[src/rtl/regfile_wb_arb.sv]
// Register-file writeback arbiter: merges the pipeline writeback, including load
// extension, with MDU results buffered in a 2-entry FIFO. Raises stall_req when the FIFO head starves.
module regfile_wb_arb #(
    parameter int unsigned STARVE_LIMIT = 8
) (
    input  logic        clk,
    input  logic        rst_n,
    input  logic        pipe_valid,
    input  logic [4:0]  pipe_rd,
    input  logic [31:0] pipe_data,
    input  logic        pipe_is_load,
    input  logic [2:0]  pipe_funct3,
    input  logic [1:0]  pipe_addr_lo,
    input  logic        mdu_valid,
    output logic        mdu_ready,
    input  logic [4:0]  mdu_rd,
    input  logic [31:0] mdu_data,
    output logic        wen,
    output logic [4:0]  waddr,
    output logic [31:0] wdata,
    output logic        stall_req,
    output logic        mdu_pending
);

    localparam logic [7:0] LIMIT = 8'(STARVE_LIMIT);

    function automatic logic [31:0] load_ext(
        input logic [31:0] data,
        input logic        is_load,
        input logic [2:0]  funct3,
        input logic [1:0]  lo
    );
        logic [7:0]  b;
        logic [15:0] h;
        logic [31:0] r;
        case (lo)
            2'd0:    b = data[7:0];
            2'd1:    b = data[15:8];
            2'd2:    b = data[23:16];
            default: b = data[31:24];
        endcase
        h = lo[1] ? data[31:16] : data[15:0];
        if (!is_load) begin
            r = data;
        end else begin
            case (funct3)
                3'b000:  r = {{24{b[7]}}, b};
                3'b001:  r = {{16{h[15]}}, h};
                3'b100:  r = {24'd0, b};
                3'b101:  r = {16'd0, h};
                default: r = data;
            endcase
        end
        return r;
    endfunction

    logic [31:0] fifo_data_r [2];
    logic [4:0]  fifo_rd_r   [2];
    logic        wptr_r;
    logic        rptr_r;
    logic [1:0]  count_r;
    logic [7:0]  starve_r;
    logic        wen_r;
    logic [4:0]  waddr_r;
    logic [31:0] wdata_r;
    logic        stall_req_r;

    logic        pipe_claim_s;
    logic        xfer_nz_s;
    logic        deq_s;
    logic        enq_s;
    logic        sel_wen_s;
    logic [4:0]  sel_addr_s;
    logic [31:0] sel_data_s;
    logic [1:0]  count_next_s;
    logic [7:0]  starve_next_s;

    // Ready depends only on the current occupancy, never on a same-cycle dequeue.
    assign mdu_ready    = rst_n && (count_r != 2'd2);
    assign mdu_pending  = rst_n && (count_r != 2'd0);
    assign pipe_claim_s = pipe_valid && (pipe_rd != 5'd0);
    assign xfer_nz_s    = mdu_valid && mdu_ready && (mdu_rd != 5'd0);

    assign wen       = wen_r;
    assign waddr     = waddr_r;
    assign wdata     = wdata_r;
    assign stall_req = stall_req_r;

    // Port selection: pipeline first, then FIFO head, then a bypassed MDU result.
    always_comb begin
        deq_s      = 1'b0;
        enq_s      = 1'b0;
        sel_wen_s  = 1'b0;
        sel_addr_s = waddr_r;
        sel_data_s = wdata_r;
        if (pipe_claim_s) begin
            sel_wen_s  = 1'b1;
            sel_addr_s = pipe_rd;
            sel_data_s = load_ext(pipe_data, pipe_is_load, pipe_funct3, pipe_addr_lo);
            enq_s      = xfer_nz_s;
        end else if (count_r != 2'd0) begin
            deq_s      = 1'b1;
            sel_wen_s  = 1'b1;
            sel_addr_s = fifo_rd_r[rptr_r];
            sel_data_s = fifo_data_r[rptr_r];
            enq_s      = xfer_nz_s;
        end else if (xfer_nz_s) begin
            sel_wen_s  = 1'b1;
            sel_addr_s = mdu_rd;
            sel_data_s = mdu_data;
        end else begin
            sel_wen_s  = 1'b0;
        end
    end

    // Next FIFO occupancy and starvation count.
    always_comb begin
        count_next_s  = count_r;
        starve_next_s = starve_r;
        case ({enq_s, deq_s})
            2'b10:   count_next_s = count_r + 2'd1;
            2'b01:   count_next_s = count_r - 2'd1;
            default: count_next_s = count_r;
        endcase
        if ((count_r == 2'd0) || deq_s) begin
            starve_next_s = 8'd0;
        end else if (starve_r >= LIMIT) begin
            starve_next_s = starve_r;
        end else begin
            starve_next_s = starve_r + 8'd1;
        end
    end

    // State and registered write-port outputs; stall_req tracks the updated count.
    always_ff @(posedge clk) begin
        if (!rst_n) begin
            wen_r          <= 1'b0;
            waddr_r        <= 5'd0;
            wdata_r        <= 32'd0;
            stall_req_r    <= 1'b0;
            starve_r       <= 8'd0;
            count_r        <= 2'd0;
            wptr_r         <= 1'b0;
            rptr_r         <= 1'b0;
            fifo_data_r[0] <= 32'd0;
            fifo_data_r[1] <= 32'd0;
            fifo_rd_r[0]   <= 5'd0;
            fifo_rd_r[1]   <= 5'd0;
        end else begin
            wen_r       <= sel_wen_s;
            waddr_r     <= sel_addr_s;
            wdata_r     <= sel_data_s;
            count_r     <= count_next_s;
            starve_r    <= starve_next_s;
            stall_req_r <= (starve_next_s >= LIMIT);
            if (enq_s) begin
                fifo_data_r[wptr_r] <= mdu_data;
                fifo_rd_r[wptr_r]   <= mdu_rd;
                wptr_r              <= ~wptr_r;
            end
            if (deq_s) begin
                rptr_r <= ~rptr_r;
            end
        end
    end

endmodule
[config.mk]
export PLATFORM = sky130hd
export DESIGN_NAME = regfile_wb_arb
export DESIGN_NICKNAME = d
export VERILOG_FILES = /design/src/rtl/regfile_wb_arb.sv
export SDC_FILE = /design/constraint.sdc
export NUM_CORES = 1
export LEC_CHECK = 0
export ABC_AREA = 0
export CAP_MARGIN = 20
export CORE_UTILIZATION = 55
export CTS_BUF_LIST = sky130_fd_sc_hd__clkbuf_8
export DETAILED_ROUTE_END_ITERATION = 10
export PLACE_DENSITY = 0.84
export SLEW_MARGIN = 20
export SYNTH_ARGS = -nofsm -noshare
export SYNTH_HDL_FRONTEND = slang
export SYNTH_SLANG_ARGS = --single-unit
[constraint.sdc]
create_clock -name clk -period 17.1 [get_ports clk]
set_input_delay 4.275 -clock clk [delete_from_list [all_inputs] [get_ports clk]]
set_output_delay 4.275 -clock clk [all_outputs]
set_load 0.05 [all_outputs]
== Word-level counts from Yosys, hierarchy flattened ==
Memories as Yosys holds them, arrays and structs flattened. A register that Yosys moved wholly into a read port is not among the register bits.
Index checks and enable logic that the tools add are counted.

* Register bits: 51
* RAM bits: 74
* Bits of input ports: 84
* Output and inout bits: 41
* Word-level logic and storage cells: 75
* Memories: 2

* Add/subtract/negate cells: 3
* Magnitude comparators: 2
* Eq/ne operators: 8
* Multiplexer cells: 34
* Bitwise gates (word level): 2
* Reduce and logical (&&, ||, !) cells: 16

{| class="wikitable"
|+ Memories
! name !! words !! bits a word !! rd ports !! clocked after Yosys merged registers in !! write ports !! RTL line !! source
|-
| fifo_data_r || 2 || 32 || 1 || 1 || 2 || 57 || <nowiki>logic [31:0] fifo_data_r [2];</nowiki>
|-
| fifo_rd_r || 2 || 5 || 1 || 1 || 2 || 58 || <nowiki>logic [4:0] fifo_rd_r [2];</nowiki>
|}

{| class="wikitable"
|+ Operators by type and width
! kind !! count
|-
| $mux 32 || 5
|-
| $pmux 32 s4 || 1
|-
| $reduce_or 32->1 || 1
|-
| $pmux 8 s3 || 1
|-
| $mux 5 || 4
|-
| $mux 1 || 19
|-
| $ge 8x4->1 const B || 2
|-
| $mux 16 || 1
|-
| $mux 8 || 2
|-
| $reduce_bool 5->1 || 2
|-
| $add 8x1->8 const B || 1
|-
| $eq 3x3->1 const B || 2
|-
| $logic_and 1x1->1 || 5
|-
| $reduce_or 5->1 || 1
|-
| $eq 2x1->1 const B || 2
|-
| $eq 2x2->1 const B || 2
|-
| $logic_not 2->1 || 2
|-
| $pmux 2 s2 || 1
|-
| $reduce_bool 2->1 || 2
|-
| $eq 3x1->1 const B || 1
|-
| $logic_not 3->1 || 1
|-
| $reduce_bool 3->1 || 1
|-
| $add 2x1->2 const B || 1
|-
| $ne 2x2->1 const B || 1
|-
| 3 further kinds || 4
|}

== Logic depth before layout (Yosys ltp) ==
Gate-level depths: netlist (run 1).

* Word-level depth: 11
* Mapped depth: 10
* Mapped depth without buffers: 8

== Worst setup path after synthesis (run 1) ==
Ideal clock, no wire load.

* Path kind: input to output
* From: input port rst_n
* To: output port mdu_ready
* Arrival time: 5.189 ns
* Required time: 12.825 ns
* Slack: 7.636 ns
* Cell stages on the path: 3
* Path buffers: 2
* Cells stage by stage: clkbuf_1 -> clkbuf_1 -> o21a_1

* Cells in the longest elaborated chain, start to end: 1

{| class="wikitable"
|+ Ends and longest elaborated chain
! what !! RTL line !! source
|-
| from (decl) || 7 || <nowiki>input logic rst_n,</nowiki>
|-
| $logic_and 1x1->1 || 79 || <nowiki>assign mdu_ready = rst_n && (count_r != 2'd2);</nowiki>
|-
| to (decl) || 15 || <nowiki>output logic mdu_ready,</nowiki>
|}

Every way passes these cells.

== Worst setup path after layout (run 1) ==
* From: input port rst_n
* To: output port mdu_pending

* Cells in the longest elaborated chain, start to end: 1

{| class="wikitable"
|+ Ends and longest elaborated chain
! what !! RTL line !! source
|-
| $logic_and 1x1->1 || 80 || <nowiki>assign mdu_pending = rst_n && (count_r != 2'd0);</nowiki>
|-
| to (decl) || 22 || <nowiki>output logic mdu_pending</nowiki>
|}

Every way passes these cells.

==> results by group, run 1 <==
Outcome
  • Status: complete, no violations

Synthesis
  • Dominant cells by area after synthesis: edfxtp_1, dfxtp_1, and2_1
  • Yosys top cell area share: 34.7%
  • Register area share after synthesis: 51.0%
  • Mean post-synth cell area: 10.7 um2
  • Post-synth EDFFs: 74
  • Synth Register Bits: 126
  • Top FF cell, synth: edfxtp_1
  • Synth area leader: edfxtp_1
  • Synth unique cells: 54
  • Synthesized cell area: 0.00640 mm2
  • Synth Warn #: 0
  • Mapped Nets: 686
  • Synth Instances: 599
  • FFs w/ async S/R, synth: 0%

Clock tree
  • Cts hold-fix bufs: 0
  • Clock Pin Slew Worst Setup and Hold Paths: 0.08 ns
  • Num CTS Buffers: 17
  • Post-CTS setup buffer count: 0
  • Post-CTS sizing: 0
  • Sink Count: 126
  • Clk root buf: clkbuf_8
  • CTS tree: done
  • Clock Tree Buf Depth: 2
  • H-Tree Depth: 4
  • Clk_lat worst skew: 0.44 ns

Timing
  • Final period utilization: 61.9%
  • Post-layout minimum cycle time: 10.58 ns
  • Slew headroom: 38.2%
  • Fin. Hold Viols: 0
  • Fin. max-slew vios: 0
  • Clock Skew: 0.0133 ns
  • RSZ-0062 raised after global routing: no
  • TNS Setup: 0 ns
  • Setup-failing EPs final: 0
  • Worst Tran Pin Value: 0.925 ns
  • Setup ws final: 6.52 ns
  • FMAX: 94.5 MHz

Placed design
  • Gpl congestion: 0.836
  • Setup slack after placement: 6.55 ns
  • Cells after DPL: 825
  • Port Buf Inserts: 124
  • Placed wire-length estimate: 11.5 mm

Detailed routing
  • DR vias/cell: 6.25
  • Vias: 5357
  • Post-route ant nets: 0
  • Iteration-0 DRC Markers: 529
  • First-pass iteration count of the detailed router: 5
  • Avg WL per Cell: 20.4 um
  • # DRC: 0
  • WL final: 17.5 mm

Critical path
  • Critical path arrival: 6.31 ns
  • FF-to-FF setup slack: 13.74 ns
  • Critical path fanouts, max: 48
  • CP required: 12.82 ns
  • Endpoint class of the critical path: primary output
  • Crit-path cells: clkdlybuf4s50_1, buf_4, and2_1, clkdlybuf4s50_1
  • Max incr delay on CP: 0.83 ns
  • CP max-delay cell: clkdlybuf4s50_1
  • Most common cell on crit path: clkdlybuf4s50_1
  • Critical path type: in -> out
  • Startpoint Class: input pin

Finish
  • Area delta synth->final: 25.0%
  • Antenna diodes: 0
  • Share of cells above drive strength 1: 8.82%
  • Reg area: 0.00326 mm2
  • # nets final: 788
  • Multi-input logic area: 0.00283 mm2
  • Fill cells: 823
  • Finished Layout Cells: 857
  • Finished Core Util: 70.4%

Floorplan
  • Die Y: 110 um
  • Site row count: 39
  • Core area: 0.0114 mm2
  • Die width: 110 um
  • Die Area: 0.0121 mm2
  • I/O pin cnt: 125
  • Initial core utilization: 56.3%

Global routing
  • GRT Util Overall: 30.3%
  • Grt peak-use layer: met2
  • Met3 GRT Util: 4.62%
  • Global-route wire length before repair: 27.0 mm
  • Largest net degree at the start of global routing: 77
  • Met1 usage: 39.5%
  • Initial antenna violation count: 0
  • GRT overflow: 0
  • Met2 usage: 48.5%
  • Vias in the first global route: 5318

Power
  • Pwr dens: 124 mW/mm2
  • Leak: 2.83 nW
  • Worst vdd ir: 0.0000669 V

Worst hold path
  • Worst hold path type: reg -> reg

Flow run
  • Total of max-cap violations: 0
==> metrics by stage <==
stage / area [um2] / hold WS [ns] / total power [W]
after floorplan: 6400 / 0.441 / 0.000628
after global placement: 7590 / 0.454 / 0.000717
after detailed placement: 7590 / 0.470 / 0.000726
after CTS: 8000 / 0.486 / 0.000990
after global routing: 8000 / 0.491 / 0.00103
final: 8000 / 0.494 / 0.000991
==> sequential cells by signal (all words and copies together) (netlist names), named ones only <==
name and count:
wen 1, fifo_rd_r 10, count_r 2, wdata 32, rptr_r 1, wptr_r 1, fifo_data_r 64, starve_r 8
stall_req 1, waddr 5
==> kinds of logic after synthesis <==
kind of cell,after synthesis,synth area share (%)
muxes,42,6.62
buffers and inverters,53,5.16
DFF,126,51.0
xor gates and xnor gates,5,0.684
and+or+nand+nor,210,18.8
adders and majority gates,3,0.586
AOI/OAI and AO/OA,160,17.1
==> worst max-delay path, delay by kind of cell <==
kind	cells	cell delay, ns
simple gates	1	0.29
buf+inv	3	1.70
==> synthesized netlist by cell type, types with 2 or more instances <==
master and number:
nor2b_1 5, buf_2 12, xnor2_1 4, o211a_1 3, o211ai_1 14, clkbuf_1 20, a31oi_1 14, nor3_4 2
o221ai_1 14, a21oi_1 31, edfxtp_1 74, mux2i_1 39, a211oi_1 13, o21ai_0 38, nand3_1 5, a22oi_1 2
dfxtp_1 52, or4_1 16, buf_6 14, inv_1 3, a221o_1 7, buf_4 3, a211oi_2 3, ha_1 3
nand2b_1 8, o31ai_1 9, mux2_2 3, nor2_1 9, and2_1 77, o22ai_1 2, nor3b_1 7, or4_4 2
nand2_1 66, o211ai_2 2, and3_1 4
==> cells in the final DEF (no fill, tap or decap), types with 7 or more instances in the layout <==
cell type	instances
or4_1	16
nor2_1	9
a211oi_1	13
a31oi_1	14
nor3b_1	7
buf_4	9
nand2_1	66
and2_1	77
edfxtp_1	74
o31ai_1	9
mux2i_1	39
o221ai_1	14
o21ai_0	36
o211ai_1	14
a21oi_1	31
a221o_1	7
nand2b_1	8
clkbuf_8	17
dfxtp_1	51
clkdlybuf4s50_1	124
==> where the power goes <==
group,switching [W],leakage [nW],internal (W)
Combinational,0.000213,1.42,0.000120
Clock,0.000123,0.209,0.000144
Sequential,0.0000275,1.20,0.000364
Total,0.000363,2.83,0.000628
==> layer usage <==
metal,up-vias,share of wire [%]
met4,0,3.4
li1,2431,-
met1,2541,40
met5,-,0
met3,52,8.9
met2,333,48
==> final timing paths <==
check | start | end | cells after the start
setup / recovery | rst_n | mdu_pending | 4
hold reg to reg | starve_r[6] | starve_r[6] | 1
setup reg to reg | count_r[0] | fifo_data_r[1][2] | 5
hold / removal | starve_r[6] | starve_r[6] | 1
==> final cells by class <==
type | instances | area share (%)
sequential | 126 | 40.8
tap | 143 | 2.24
multi-input combinational | 420 | 35.4
clock inverter | 15 | 2.19
clock buffer | 17 | 2.92
inverter | 3 | 0.141
timing repair buffer | 133 | 16.4
Power figures use the tool's default switching activity.
==> run 2: changes to the inputs <==
--- a/config.mk
+++ b/config.mk
@@ -7,10 +7,10 @@
 export LEC_CHECK = 0
 export ABC_AREA = 0
 export CAP_MARGIN = 20
-export CORE_UTILIZATION = 55
+export CORE_UTILIZATION = 54
 export CTS_BUF_LIST = sky130_fd_sc_hd__clkbuf_8
 export DETAILED_ROUTE_END_ITERATION = 10
-export PLACE_DENSITY = 0.84
+export PLACE_DENSITY = 0.83
 export SLEW_MARGIN = 20
 export SYNTH_ARGS = -nofsm -noshare
 export SYNTH_HDL_FRONTEND = slang
==> constraint.sdc (replaced) <==
create_clock -name clk -period 11.1 [get_ports clk]
set_input_delay 2.775 -clock clk [delete_from_list [all_inputs] [get_ports clk]]
set_output_delay 2.775 -clock clk [all_outputs]
set_load 0.05 [all_outputs]
==> run 2 against run 1 <==
Effect of this change: clock power up 67%; combinational power up 55%; critical path type unchanged; routed wire length grew 0.11%.
==> results by group, run 2 (synthesized netlist as in run 1, its figures left out) <==
Outcome
  • Status: complete, no violations

Critical path
  • R2r endpoint: fifo_data_r[0][30]
  • Endpoint class of the critical path: primary output
  • Reg2reg start: count_r[0]
  • FF-to-FF setup slack: 7.77 ns (-5.97 ns)
  • Critical path fanouts, max: 48 (unchanged)
  • Startpoint Class: input pin
  • CP required: 8.33 ns (-4.49 ns)
  • Critical path type: in -> out
  • Worst reg2reg path depth: 5 (unchanged)
  • Critical path arrival: 4.83 ns (-1.48 ns)

Timing
  • Worst Tran Pin Value: 0.951 ns (+0.0264 ns)
  • RSZ-0062 raised after global routing: no
  • TNS Setup: 0 ns (unchanged)
  • FMAX: 131 MHz
  • Slew headroom: 36.4% (-1.8 points)
  • Fin. max-slew vios: 0 (unchanged)
  • Final period utilization: 68.5%
  • Clock Skew: 0.0136 ns (+0.000260 ns)
  • Setup-failing EPs final: 0 (unchanged)
  • Post-layout minimum cycle time: 7.61 ns
  • Setup ws final: 3.49 ns (-3.03 ns)
  • Fin. Hold Viols: 0 (unchanged)

Clock tree
  • H-Tree Depth: 4 (unchanged)
  • Post-CTS sizing: 0 (unchanged)
  • Clk root buf: clkbuf_8
  • CTS tree: done
  • Sink Count: 126 (unchanged)
  • Clock Tree Buf Depth: 2 (unchanged)
  • Post-CTS setup buffer count: 0 (unchanged)
  • Clock Pin Slew Worst Setup and Hold Paths: 0.07 ns (about the same)
  • Cts hold-fix bufs: 0 (unchanged)
  • Num CTS Buffers: 17 (unchanged)
  • Clk_lat worst skew: 0.45 ns (about the same)

Power
  • Leak: 2.85 nW (+0.77%)
  • Final Power: 0.00156 W (+58%)
  • Worst vdd ir: 0.000119 V (+79%)
  • Pwr dens: 194 mW/mm2 (+57%)

Detailed routing
  • Vias: 5284 (-1.4%)
  • DR vias/cell: 6.17 (-1.4%)
  • # DRC: 0 (unchanged)
  • First-pass iteration count of the detailed router: 5 (unchanged)
  • Avg WL per Cell: 20.5 um (+0.11%)
  • Post-route ant nets: 0 (unchanged)
  • Iteration-0 DRC Markers: 563 (+6.4%)
  • WL final: 17.5 mm (+0.11%)

Worst hold path
  • Worst Hold Depth: 1 (unchanged)
  • HP Start: starve_r[6]
  • Worst hold path type: reg -> reg
  • WHS Endpoint: starve_r[6]

Floorplan
  • Core area: 0.0115 mm2 (+0.86%)
  • Die Y: 111 um (+0.91%)
  • Initial core utilization: 55.8% (-0.48 points)
  • Die Area: 0.0123 mm2 (+1.8%)
  • I/O pin cnt: 125 (unchanged)
  • Site row count: 39 (unchanged)
  • Die width: 111 um (+0.91%)

Finish
  • Leading cell type in the layout, fill and taps excluded: clkdlybuf4s50_1
  • # nets final: 788 (unchanged)
  • Share of cells above drive strength 1: 8.82% (unchanged)
  • Area delta synth->final: 25.5%
  • Antenna diodes: 0 (unchanged)
  • Max reg flops: 64 (unchanged)
  • Reg with most FFs: fifo_data_r
  • Most frequent cells in the layout: clkdlybuf4s50_1, and2_1, edfxtp_1
  • Multi-input logic area: 0.00283 mm2 (unchanged)
  • Fill cells: 828 (+0.61%)
  • Reg area: 0.00326 mm2 (unchanged)

Global routing
  • GRT overflow: 0 (unchanged)
  • Vias in the first global route: 5236 (-1.5%)
  • Largest net degree at the start of global routing: 77 (unchanged)
  • Initial antenna violation count: 0 (unchanged)
  • Global-route wire length before repair: 27.8 mm (+3.0%)
  • GRT Util Overall: 29.2% (-1.1 points)

Placed design
  • Setup slack after placement: 3.51 ns (-3.03 ns)
  • Port Buf Inserts: 124 (unchanged)
  • Placed wire-length estimate: 11.5 mm (+0.37%)
  • Gpl congestion: 0.876 (+4.8%)

Flow run
  • Total of max-cap violations: 0 (unchanged)
-- run 2: cell types whose count changed in the layout (fill, tap and decap cells not counted) --
| cell | before | now |
|---|---|---|
| clkinv_4 | 5 | 3 |
| clkinvlp_4 | 2 | 0 |
| inv_6 | 1 | 3 |
| bufinv_16 | 3 | 4 |
| clkbuf_8 | 17 | 18 |
-- run 2: per-layer routing --
metal | vias to the layer above | GRT usage [%] | wire length [um]
met5 | - | 0 | 0
met4 | 0 | 12.4 | 393
met3 | 40 | 6.62 | 1670
met2 | 316 | 46.4 | 8340
met1 | 2499 | 38.3 | 7120
li1 | 2429 | - | -
-- run 2: worst max path at each step --
| stage | start | cells past startpoint | end | slack [ns] |
|---|---|---|---|---|
| finish | rst_n | 4 | mdu_pending | 3.49 |
| global route | rst_n | 4 | mdu_pending | 3.42 |
| CTS | rst_n | 4 | mdu_pending | 3.51 |
| detailed placement | rst_n | 4 | mdu_pending | 3.51 |
| global placement | rst_n | 4 | mdu_pending | 3.56 |
| floorplan | mdu_rd[1] | 7 | fifo_data_r[1][0] | 4.27 |
-- run 2: layout make-up --
| type | count | area share, % |
|---|---|---|
| inverter | 3 | 0.140 |
| multi-input combinational | 420 | 35.2 |
| timing repair buffer | 133 | 16.3 |
| sequential | 126 | 40.6 |
| clock buffer | 18 | 3.08 |
| tap | 143 | 2.23 |
| clock inverter | 14 | 2.37 |
-- run 2: per-stage QoR --
step                area, um2  utilization, %  hold WS [ns]  instances
floorplan                6400               -         0.441        599
global placement         7590            66.2         0.452        825
detailed placement       7590            66.2         0.473        825
CTS                      8030            70.0         0.487        857
global route             8030            70.0         0.498        857
finish                   8030            70.0         0.489        857
-- run 2: power breakdown --
| part | internal [W] | switching [W] |
|---|---|---|
| clock network | 0.000251 | 0.000191 |
| logic | 0.000186 | 0.000330 |
| registers | 0.000560 | 0.0000438 |
-- run 2: critical path, cell delays in order --
cell	delay, ns
clkdlybuf4s50_1	0.45
buf_4	0.42
and2_1	0.31
clkdlybuf4s50_1	0.84
==> run 3: changes to the inputs <==
==> constraint.sdc (replaced) <==
create_clock -name clk -period 7.48 [get_ports clk]
set_input_delay 1.87 -clock clk [delete_from_list [all_inputs] [get_ports clk]]
set_output_delay 1.87 -clock clk [all_outputs]
set_load 0.05 [all_outputs]
==> run 3 against run 2 <==
Effect of this change: via count is 2.3% higher; count of clock-buffer cells in the layout is 1 higher; utilization is 0.14 points lower; final cell count is 0.12% higher; clock power is 31% higher; largest power group unchanged; global-route usage is 0.070 points higher; power is 44% higher; routed wire length is 0.18% lower; largest cell class unchanged; critical path depth stayed put; sequential power is 49% higher; non-clock buffer count is 1 higher.
==> results by group, run 3 (synthesized netlist as in run 1, its figures left out) <==
Critical path
  • Worst reg2reg path depth: 5 (unchanged)
  • Critical path type: in -> out
  • Critical path fanouts, max: 19 (-60%)
  • Reg2reg start: count_r[0]
  • CP required: 5.61 ns (-2.72 ns)
  • FF-to-FF setup slack: 4.08 ns (-3.69 ns)
  • Critical path arrival: 3.91 ns (-0.92 ns)
  • Crit. Startpoint: rst_n
  • Endpoint class of the critical path: primary output
  • R2r endpoint: fifo_rd_r[0][2]
  • Startpoint Class: input pin

Power
  • Final Power: 0.00224 W (+44%)
  • Pwr dens: 280 mW/mm2 (+44%)
  • Int Pwr: 0.00142 W (+42%)
  • Leak: 2.84 nW (-0.30%)
  • Sw Pwr: 0.000824 W (+46%)
  • Seq pwr share: 40.0% (+1.4 points)
  • Worst vdd ir: 0.000166 V (+39%)
  • Clock Power Share: 25.9% (-2.4 points)
  • Comb pwr share: 34.1% (+1.1 points)
  • Switching Share: 36.7% (+0.56 points)

Floorplan
  • Die Y: 111 um (unchanged)
  • I/O pin cnt: 125 (unchanged)
  • Die Area: 0.0123 mm2 (unchanged)
  • Site row count: 39 (unchanged)
  • Initial core utilization: 55.8% (unchanged)
  • Core area: 0.0115 mm2 (unchanged)
  • Die width: 111 um (unchanged)

Global routing
  • GRT Util Overall: 29.2% (+0.070 points)
  • Initial antenna violation count: 0 (unchanged)
  • Global-route wire length before repair: 27.6 mm (-0.84%)
  • Largest net degree at the start of global routing: 77 (unchanged)
  • Vias in the first global route: 5318 (+1.6%)
  • GRT overflow: 0 (unchanged)

Timing
  • Fin. max-slew vios: 0 (unchanged)
  • Hold slack: 0.490 ns (+0.00161 ns)
  • FMAX: 173 MHz
  • Fin. Hold Viols: 0 (unchanged)
  • Post-layout minimum cycle time: 5.78 ns
  • Clock Skew: 0.00869 ns (-0.00491 ns)
  • Slew headroom: 35.0% (-1.4 points)
  • Final period utilization: 77.3%
  • Worst Tran Pin Value: 0.971 ns (+0.0194 ns)
  • RSZ-0062 raised after global routing: no
  • Setup-failing EPs final: 0 (unchanged)
  • TNS Setup: 0 ns (unchanged)

Placed design
  • Placed wire-length estimate: 11.7 mm (+1.5%)
  • Gpl congestion: 0.880 (+0.50%)
  • Port Buf Inserts: 124 (unchanged)

Clock tree
  • Sink Count: 126 (unchanged)
  • Post-CTS setup buffer count: 0 (unchanged)
  • Num CTS Buffers: 17 (unchanged)
  • Clk_lat worst skew: 0.45 ns (about the same)
  • Clk root buf: clkbuf_8
  • H-Tree Depth: 4 (unchanged)
  • Clock Pin Slew Worst Setup and Hold Paths: 0.08 ns (about the same)
  • CTS tree: done
  • Clock Tree Buf Depth: 2 (unchanged)
  • Cts hold-fix bufs: 0 (unchanged)
  • Post-CTS sizing: 0 (unchanged)

Detailed routing
  • WL final: 17.5 mm (-0.18%)
  • Avg WL per Cell: 20.4 um (-0.30%)
  • Post-route ant nets: 0 (unchanged)
  • First-pass iteration count of the detailed router: 6 (+1)
  • DR vias/cell: 6.30 (+2.2%)
  • Vias: 5406 (+2.3%)
  • Iteration-0 DRC Markers: 494 (-12%)
  • # DRC: 0 (unchanged)

Finish
  • Finished Core Util: 69.9% (-0.14 points)
  • Leading cell type in the layout, fill and taps excluded: clkdlybuf4s50_1
  • # nets final: 789 (+0.13%)
  • Area delta synth->final: 25.2%
  • Share of cells above drive strength 1: 8.81% (-0.012 points)
  • Antenna diodes: 0 (unchanged)
  • Max reg flops: 64 (unchanged)
  • Most frequent cells in the layout: clkdlybuf4s50_1, and2_1, edfxtp_1
  • Reg with most FFs: fifo_data_r

Flow run
  • Total of max-cap violations: 0 (unchanged)

Outcome
  • Status: complete, no violations

Worst hold path
  • Worst Hold Depth: 2 (+1)
  • WHS Endpoint: starve_r[3]
  • HP Start: starve_r[3]
  • Worst hold path type: reg -> reg
[run 3: changes by cell type in the layout (fill, tap and decap cells not counted), sizes merged]
cell      before  now
clkinvlp       0    1
inv            8    6
clkinv         5    7
clkbuf        18   19
buf            9   10
bufinv         4    2
[run 3: layout make-up]
| type | instances | area, um2 |
|---|---|---|
| clock buffer | 19 | 262 |
| clock inverter | 13 | 125 |
| fill | 829 | 3450 |
| inverter | 3 | 11.3 |
| multi-input combinational | 420 | 2830 |
| sequential | 126 | 3260 |
| tap | 143 | 179 |
| timing repair buffer | 134 | 1340 |
[run 3: metal layers]
layer / track usage, % / wire (um)
met1: 38.0 / 7020
met3: 6.72 / 1810
met4: 14.0 / 467
met2: 46.3 / 8190
met5: 0 / 0
[run 3: metrics by stage]
step	setup slack (ns)	cell area [um2]	std cells
6_report	1.70	8020	858
5_1_grt	1.64	8020	858
3_3_place_gp	1.76	7590	824
3_5_place_dp	1.66	7630	826
2_1_floorplan	1.56	6400	599
4_1_cts	1.73	8020	858
[run 3: how the worst max path moves through the flow]
stage,to,cells past startpoint
after detailed placement,fifo_data_r[0][31],7
after CTS,mdu_pending,4
after global routing,mdu_pending,4
after global placement,mdu_pending,4
final,mdu_pending,4
after floorplan,fifo_data_r[1][0],7
[run 3: critical path: stages]
cell	delay (ns)
clkdlybuf4s50_1	0.66
buf_4	0.28
and2_1	0.25
clkdlybuf4s50_1	0.84
[run 3: power by group through the flow]
stage               sequential (W)  combinational (W)  clock (W)
floorplan                  0.00104           0.000399          0
global placement          0.000907           0.000738          0
detailed placement        0.000910           0.000757          0
CTS                       0.000896           0.000763   0.000579
global route              0.000905           0.000816   0.000609
finish                    0.000897           0.000765   0.000581
